## src/rtl/mem_access_unit.sv

```systemverilog
// MEM-stage access controller: byte-lane loads with extension, word stores,
// and two-cycle read-modify-write for sub-word stores into a word-addressed memory.
//
// state  | meaning
// IDLE   | accepting requests; loads, word stores and the RMW read issue here
// RMW_WR | writing the latched merged word back; request inputs ignored
module mem_access_unit #(
  parameter int ADDR_SIZE = 5,
  parameter int DATA_SIZE = 32
) (
  input  logic                   i_clk,
  input  logic                   i_reset,
  input  logic                   i_flush,
  input  logic                   i_req_valid,
  input  logic                   i_req_we,
  input  logic [1:0]             i_req_size,
  input  logic                   i_req_unsigned,
  input  logic [ADDR_SIZE+1:0]   i_req_addr,
  input  logic [DATA_SIZE-1:0]   i_req_wdata,
  output logic                   o_stall,
  output logic [DATA_SIZE-1:0]   o_rdata,
  output logic                   o_rdata_valid,
  output logic                   o_misaligned,
  output logic                   o_mem_wr_rd,
  output logic [ADDR_SIZE-1:0]   o_mem_addr,
  output logic [DATA_SIZE-1:0]   o_mem_data,
  input  logic [DATA_SIZE-1:0]   i_mem_data
);

  typedef enum logic {IDLE, RMW_WR} state_t;

  state_t                 state;
  logic [ADDR_SIZE-1:0]   rmw_addr;
  logic [DATA_SIZE-1:0]   rmw_data;

  logic                   clear;
  logic [ADDR_SIZE-1:0]   word_addr;
  logic [1:0]             byte_off;
  logic                   legal;
  logic [7:0]             ld_byte;
  logic [15:0]            ld_half;
  logic [DATA_SIZE-1:0]   ld_value;
  logic [DATA_SIZE-1:0]   merged;

  assign clear     = i_reset | i_flush;
  assign word_addr = i_req_addr[ADDR_SIZE+1:2];
  assign byte_off  = i_req_addr[1:0];

  always_comb begin
    case (i_req_size)
      2'b00:   legal = 1'b1;
      2'b01:   legal = ~byte_off[0];
      2'b10:   legal = (byte_off == 2'b00);
      default: legal = 1'b0;
    endcase
  end

  always_comb begin
    case (byte_off)
      2'd0:    ld_byte = i_mem_data[7:0];
      2'd1:    ld_byte = i_mem_data[15:8];
      2'd2:    ld_byte = i_mem_data[23:16];
      default: ld_byte = i_mem_data[31:24];
    endcase
    ld_half = byte_off[1] ? i_mem_data[31:16] : i_mem_data[15:0];
    case (i_req_size)
      2'b00:   ld_value = i_req_unsigned ? {{(DATA_SIZE-8){1'b0}}, ld_byte}
                                         : {{(DATA_SIZE-8){ld_byte[7]}}, ld_byte};
      2'b01:   ld_value = i_req_unsigned ? {{(DATA_SIZE-16){1'b0}}, ld_half}
                                         : {{(DATA_SIZE-16){ld_half[15]}}, ld_half};
      default: ld_value = i_mem_data;
    endcase
  end

  // Merged word for a sub-word store: current memory word with one lane replaced.
  always_comb begin
    merged = i_mem_data;
    if (i_req_size == 2'b00) begin
      case (byte_off)
        2'd0:    merged[7:0]   = i_req_wdata[7:0];
        2'd1:    merged[15:8]  = i_req_wdata[7:0];
        2'd2:    merged[23:16] = i_req_wdata[7:0];
        default: merged[31:24] = i_req_wdata[7:0];
      endcase
    end else if (byte_off[1]) begin
      merged[31:16] = i_req_wdata[15:0];
    end else begin
      merged[15:0] = i_req_wdata[15:0];
    end
  end

  always_comb begin
    o_mem_wr_rd = 1'b0;
    o_mem_addr  = '0;
    o_mem_data  = '0;
    o_stall     = 1'b0;
    if (!clear) begin
      if (state == RMW_WR) begin
        o_mem_wr_rd = 1'b1;
        o_mem_addr  = rmw_addr;
        o_mem_data  = rmw_data;
      end else if (i_req_valid && legal) begin
        o_mem_addr = word_addr;
        if (i_req_we) begin
          if (i_req_size == 2'b10) begin
            o_mem_wr_rd = 1'b1;
            o_mem_data  = i_req_wdata;
          end else begin
            o_stall = 1'b1;
          end
        end
      end
    end
  end

  always_ff @(posedge i_clk) begin
    if (clear) begin
      state         <= IDLE;
      o_rdata       <= '0;
      o_rdata_valid <= 1'b0;
      o_misaligned  <= 1'b0;
      rmw_addr      <= '0;
      rmw_data      <= '0;
    end else begin
      o_rdata_valid <= 1'b0;
      o_misaligned  <= 1'b0;
      case (state)
        IDLE: begin
          if (i_req_valid) begin
            if (!legal) begin
              o_misaligned <= 1'b1;
            end else if (!i_req_we) begin
              o_rdata       <= ld_value;
              o_rdata_valid <= 1'b1;
            end else if (i_req_size != 2'b10) begin
              rmw_data <= merged;
              rmw_addr <= word_addr;
              state    <= RMW_WR;
            end
          end
        end
        RMW_WR: state <= IDLE;
      endcase
    end
  end

endmodule
```

## config.mk

```make
export PLATFORM = sky130hd
export DESIGN_NAME = mem_access_unit
export DESIGN_NICKNAME = d
export VERILOG_FILES = /design/src/rtl/mem_access_unit.sv
export SDC_FILE = /design/constraint.sdc
export NUM_CORES = 1
export LEC_CHECK = 0
export ABC_CLOCK_PERIOD_IN_PS = 1900
export BUFFER_PORTS_ARGS = -buffer_cell sky130_fd_sc_hd__buf_2
export CORE_MARGIN = 2
export CORE_UTILIZATION = 49
export CTS_CLUSTER_SIZE = 14
export DETAILED_ROUTE_END_ITERATION = 10
export HOLD_SLACK_MARGIN = 0.03
export PLACE_DENSITY = 0.9
export SETUP_SLACK_MARGIN = 0.2
export SYNTH_ARGS = -nofsm -noshare
export SYNTH_HDL_FRONTEND = slang
export SYNTH_SLANG_ARGS = --single-unit
```

## constraint.sdc

```tcl
create_clock -name i_clk -period 1.9 [get_ports i_clk]
set_input_delay 0.095 -clock i_clk [delete_from_list [all_inputs] [get_ports i_clk]]
set_output_delay 0.095 -clock i_clk [all_outputs]
set_load 0.03 [all_outputs]
```

# Word level (Yosys, flattened, before mapping)
# Index checks and enable logic that the tools add are counted.
[word_totals]
mem_bits_rw = 0
latch_bits = 0
elab_cells = 63
regBits = 72
output_inout_bits = 73
inputBits = 79
romBits = 0
n_memories = 0
[op_classes]
addsub = 0
reduce_logical = 8
bitwise_logic = 6
muxes = 38
n_shift = 0
n_lt_le_gt_ge = 0
multipliers = 0
eq_ne = 5
n_div = 0
[ops]
columns = ["op", "count"]
rows = [
  ["$mux W32", 8],
  ["$pmux W32 S2", 1],
  ["$mux W16", 3],
  ["$mux W8", 4],
  ["$pmux W8 S3", 1],
  ["$mux W1", 16],
  ["$mux W5", 3],
  ["$reduce_or A3 Y1", 2],
  ["$not A1 Y1", 5],
  ["$reduce_and A5 Y1", 1],
  ["$eq A2 B1 Y1 const B", 2],
  ["$eq A2 B2 Y1 const B", 2],
  ["$logic_not A2 Y1", 2],
  ["$reduce_and A4 Y1", 1],
  ["$reduce_or A4 Y1", 1],
  ["$pmux W1 S3", 1],
  ["$ne A2 B2 Y1 const B", 1],
  ["$pmux W1 S2", 1],
  ["$logic_and A1 B1 Y1", 1],
  ["$or A1 B1 Y1", 1],
]

# Longest topological paths before layout
[logic_depth]
ltp_word = 6
ltp_mapped = 7
depth_no_buf = 4

# Worst setup path after synthesis
# OpenSTA, ideal clock, no wires.
[synth_path]
path_type = "register -> output"
from = "register state"
to = "output port o_mem_data[10]"
arrival_time_ns = 1.576
t_required_ns = 1.805
path_stages_with_launch = 5
path_slack_ns = 0.229
cell_sequence = "dfxtp_1 buf_2 buf_1 mux2i_1 nor2_1"
[synth_via]
elab_chain_len = 2
[synth_lines]
columns = ["item", "line", "rtl"]
rows = [
  ["start, declared", "32", "state_t state;"],
  ["start signal, assigned", "118", "state <= IDLE;"],
  ["start signal, assigned", "138", "state <= RMW_WR;"],
  ["start signal, assigned", "142", "RMW_WR: state <= IDLE;"],
  ["$mux W32", "98", "if (state == RMW_WR) begin"],
  ["$mux W32", "97", "if (!clear) begin"],
  ["end, declared", "26", "output logic [DATA_SIZE-1:0] o_mem_data,"],
]
# No other way between the ends.

# Worst setup path after layout
[layout_path]
from = "register state"
to = "output port o_mem_addr[4]"
[layout_via]
elab_chain_len = 2
[layout_lines]
columns = ["item", "line", "rtl"]
rows = [
  ["$mux W5", "98", ""],
  ["$mux W5", "97", ""],
  ["end, declared", "25", "output logic [ADDR_SIZE-1:0] o_mem_addr,"],
]
# No other way between the ends.

==> impl_metrics.tcl <==
set metrics [dict create \
    cts-root-buf "clkbuf_8" \
    drtIter0Drc 454 \
    drt-pass1-iter-count 7 \
    antenna_left 0 \
    ys_ff_latch 72 \
    seq_area_frac_synth_pct 36.2 \
    async_flop_share_pct 0 \
    nets 711 \
    antenna_cells 0 \
    grt_pass1_wl_mm 20.6 \
    io-pin-count 152 \
    layout_min_cycle_time_ns 1.70 \
    finalCritPeriodShare_pct 89.2 \
    worstPathRequired_ns 1.80 \
    die_area_sq_mm 0.00887 \
    synthTopCellsByArea "dfxtp_1, mux2i_1, nand2_1, nor2_1, a22oi_1" \
    hold_class "in2reg" \
    synthesis.nets 562 \
    area_growth_pct 32.6 \
    syn_area_per_cell_sq_um 8.25 \
    synthTopCellsByCount "dfxtp_1, nand2_1, nor2_1, mux2i_1, o21ai_0" \
    cts_tree "yes" \
    coreArea_sq_mm 0.00781 \
    start_kind "flop" \
    slowest_delay_ns 0.36 \
    clock-sinks 72 \
    setup_tns_ns 0 \
    antenna_found_initial 0 \
    synth_area_leader_cell "dfxtp_1" \
    dp_cells 708 \
    insertion_delay_ns 0.35 \
    ir_drop_uv 343 \
    relSlewSlack_pct 59.0 \
    worst_pin_slew_ns 0.615 \
    multi_input_area_sq_mm 0.00239 \
    path_class "reg2out" \
    fin_cells 739 \
    wirelength_mm 14.2 \
    yosysMostFrequentCell "dfxtp_1" \
    hold_viol_final 0 \
    netlist.area_leader.share_pct 36.2 \
    fillers 636 \
    synth_edf_count 0 \
    fin_skew_ns 0.00675 \
    place_congestion 0.889 \
    synth.distinct_cells 40 \
    power_density_mw_per_mm2 645 \
    overflow 0 \
    clkTransAtPathRegs_ns 0.08 \
    clock_path_buffers 2 \
    via_per_inst 6.26 \
    hold_slack_ns 0.0463 \
    rsz0062_at_grt "yes" \
    htreeDepth 3 \
    finalSetupViolCount 0 \
    status "completed" \
    wl_per_cell_um 19.3 \
    row_count 32 \
    grt_usage_pct 29.7 \
    slew_viol_final 0 \
    final-seq-area_sq_mm 0.00145 \
    port_buffers 151 \
    grt_max_degree 54 \
    vias 4629 \
    drc_errors 0 \
    synth_warnings 0 \
    dpl.hpwl_mm 9.81 \
    path_max_fanout 6 \
    drive_above_1_share_pct 34.1 \
    r2r_slack_ns 0.24 \
    yosys_most_used_dff "dfxtp_1" \
    arrival_ns 1.60 \
    max_freq_mhz 590 \
    cap_violations 0 \
    syn_area_sq_mm 0.00398 \
    initial_core_util_pct 51.0 \
    crit_path_cell_trace "nand2b_4 -> nor3_4 -> buf_6 -> a22oi_2 -> nor2_1 -> buf_4" \
    die_w_um 94.2 \
    die-height_um 94.2 \
    endpoint_kind "output pin" \
    cp_slowest_cell "dfxtp_4" \
    grt_pass1_vias 4115 \
    netlist_instances 483 \
    numCtsBuffers 9 \
    p_leak_nw 2.34 \
]
per-stage QoR:
stage | power, mW | worst slack [ns] | area [sq um] | util [%]
floorplan | 1.92 | 0.229 | 3980 | -
global placement | 2.14 | 0.148 | 4840 | 62.0
detailed placement | 2.16 | 0.00670 | 4840 | 62.0
CTS | 3.38 | 0.162 | 5130 | 65.7
global route | 3.52 | 0.146 | 5280 | 67.6
finish | 3.41 | 0.205 | 5280 | 67.6
where the power goes:
group | total [mW] | internal, mW | switching [mW]
combinational | 0.627 | 0.244 | 0.383
sequential | 1.55 | 1.53 | 0.0161
clock | 1.23 | 0.640 | 0.589
sequential cells by signal (all words and copies together) (netlist names):
name	cells
o_misaligned	1
state	1
rmw_addr	5
rmw_data	32
o_rdata_valid	1
o_rdata	32
layout by cell type, fill, tap and decap left out, types with 3 or more instances in the layout:
| cell type | count |
|---|---|
| o221ai_1 | 7 |
| o22ai_1 | 7 |
| nand2b_1 | 4 |
| o21ai_0 | 42 |
| a22oi_2 | 3 |
| clkbuf_8 | 10 |
| dlygate4sd3_1 | 5 |
| nor2_1 | 56 |
| a221oi_1 | 16 |
| a22o_1 | 16 |
| o21ai_2 | 3 |
| a21oi_1 | 30 |
| a22oi_1 | 25 |
| nand2_1 | 56 |
| mux2i_1 | 55 |
| dfxtp_1 | 71 |
| o211ai_1 | 15 |
| buf_12 | 5 |
| buf_4 | 24 |
| buf_2 | 144 |
repair_timing:
item / CTS / global route
gates resized for setup: 13 / 14
gates cloned: 0 / 2
setup endpoints to repair: 86 / 41
setup buffers: 0 / 8
hold buffers: 5 / 0
hold endpoints to repair: 5 / 0
pin swaps: 1 / 4
cell type report:
cell class                 instances  area share (%)
clock buffer                      11            2.68
clock inverter                     5            1.07
inverter                           4           0.284
multi-input combinational        363            45.3
sequential                        72            27.4
tap                              102            2.42
timing repair buffer             182            20.9
per-layer routing:
layer	vias up	wire length [um]	global-route usage, %
met5	-	0	0
met4	0	517	12.2
met3	60	1360	6.18
met2	350	6790	50.1
met1	2132	5570	36.7
li1	2087	-	-
path summary, 6_finish.rpt:
path | from | to | cells past startpoint
hold / removal | i_mem_data[16] | o_rdata[16]$_SDFFE_PN0P_ | 3
hold reg to reg | o_rdata[30]$_SDFFE_PN0P_ | o_rdata[30]$_SDFFE_PN0P_ | 2
setup reg to reg | state$_SDFF_PP0_ | o_rdata[23]$_SDFFE_PN0P_ | 5
setup / recovery | state$_SDFF_PP0_ | o_mem_addr[4] | 6
cell families (layout without fill, tap and decap cells):
kind of cell,count (synthesis),in the layout,share of synthesized area [%]
AO/OA/AOI/OAI,174,175,29.6
buffers and inverters,49,202,5.62
flip-flops,72,72,36.2
multiplexers,57,57,14.7
AND/OR/NAND/NOR,131,131,13.9
critical path: cells and delay by family, from the launching register on:
kind            cells  cell delay [ns]
compound gates      1             0.05
simple gates        3             0.52
buf+inv             2             0.31
flops               1             0.36
Note: power is estimated with default switching activity, not from simulation.
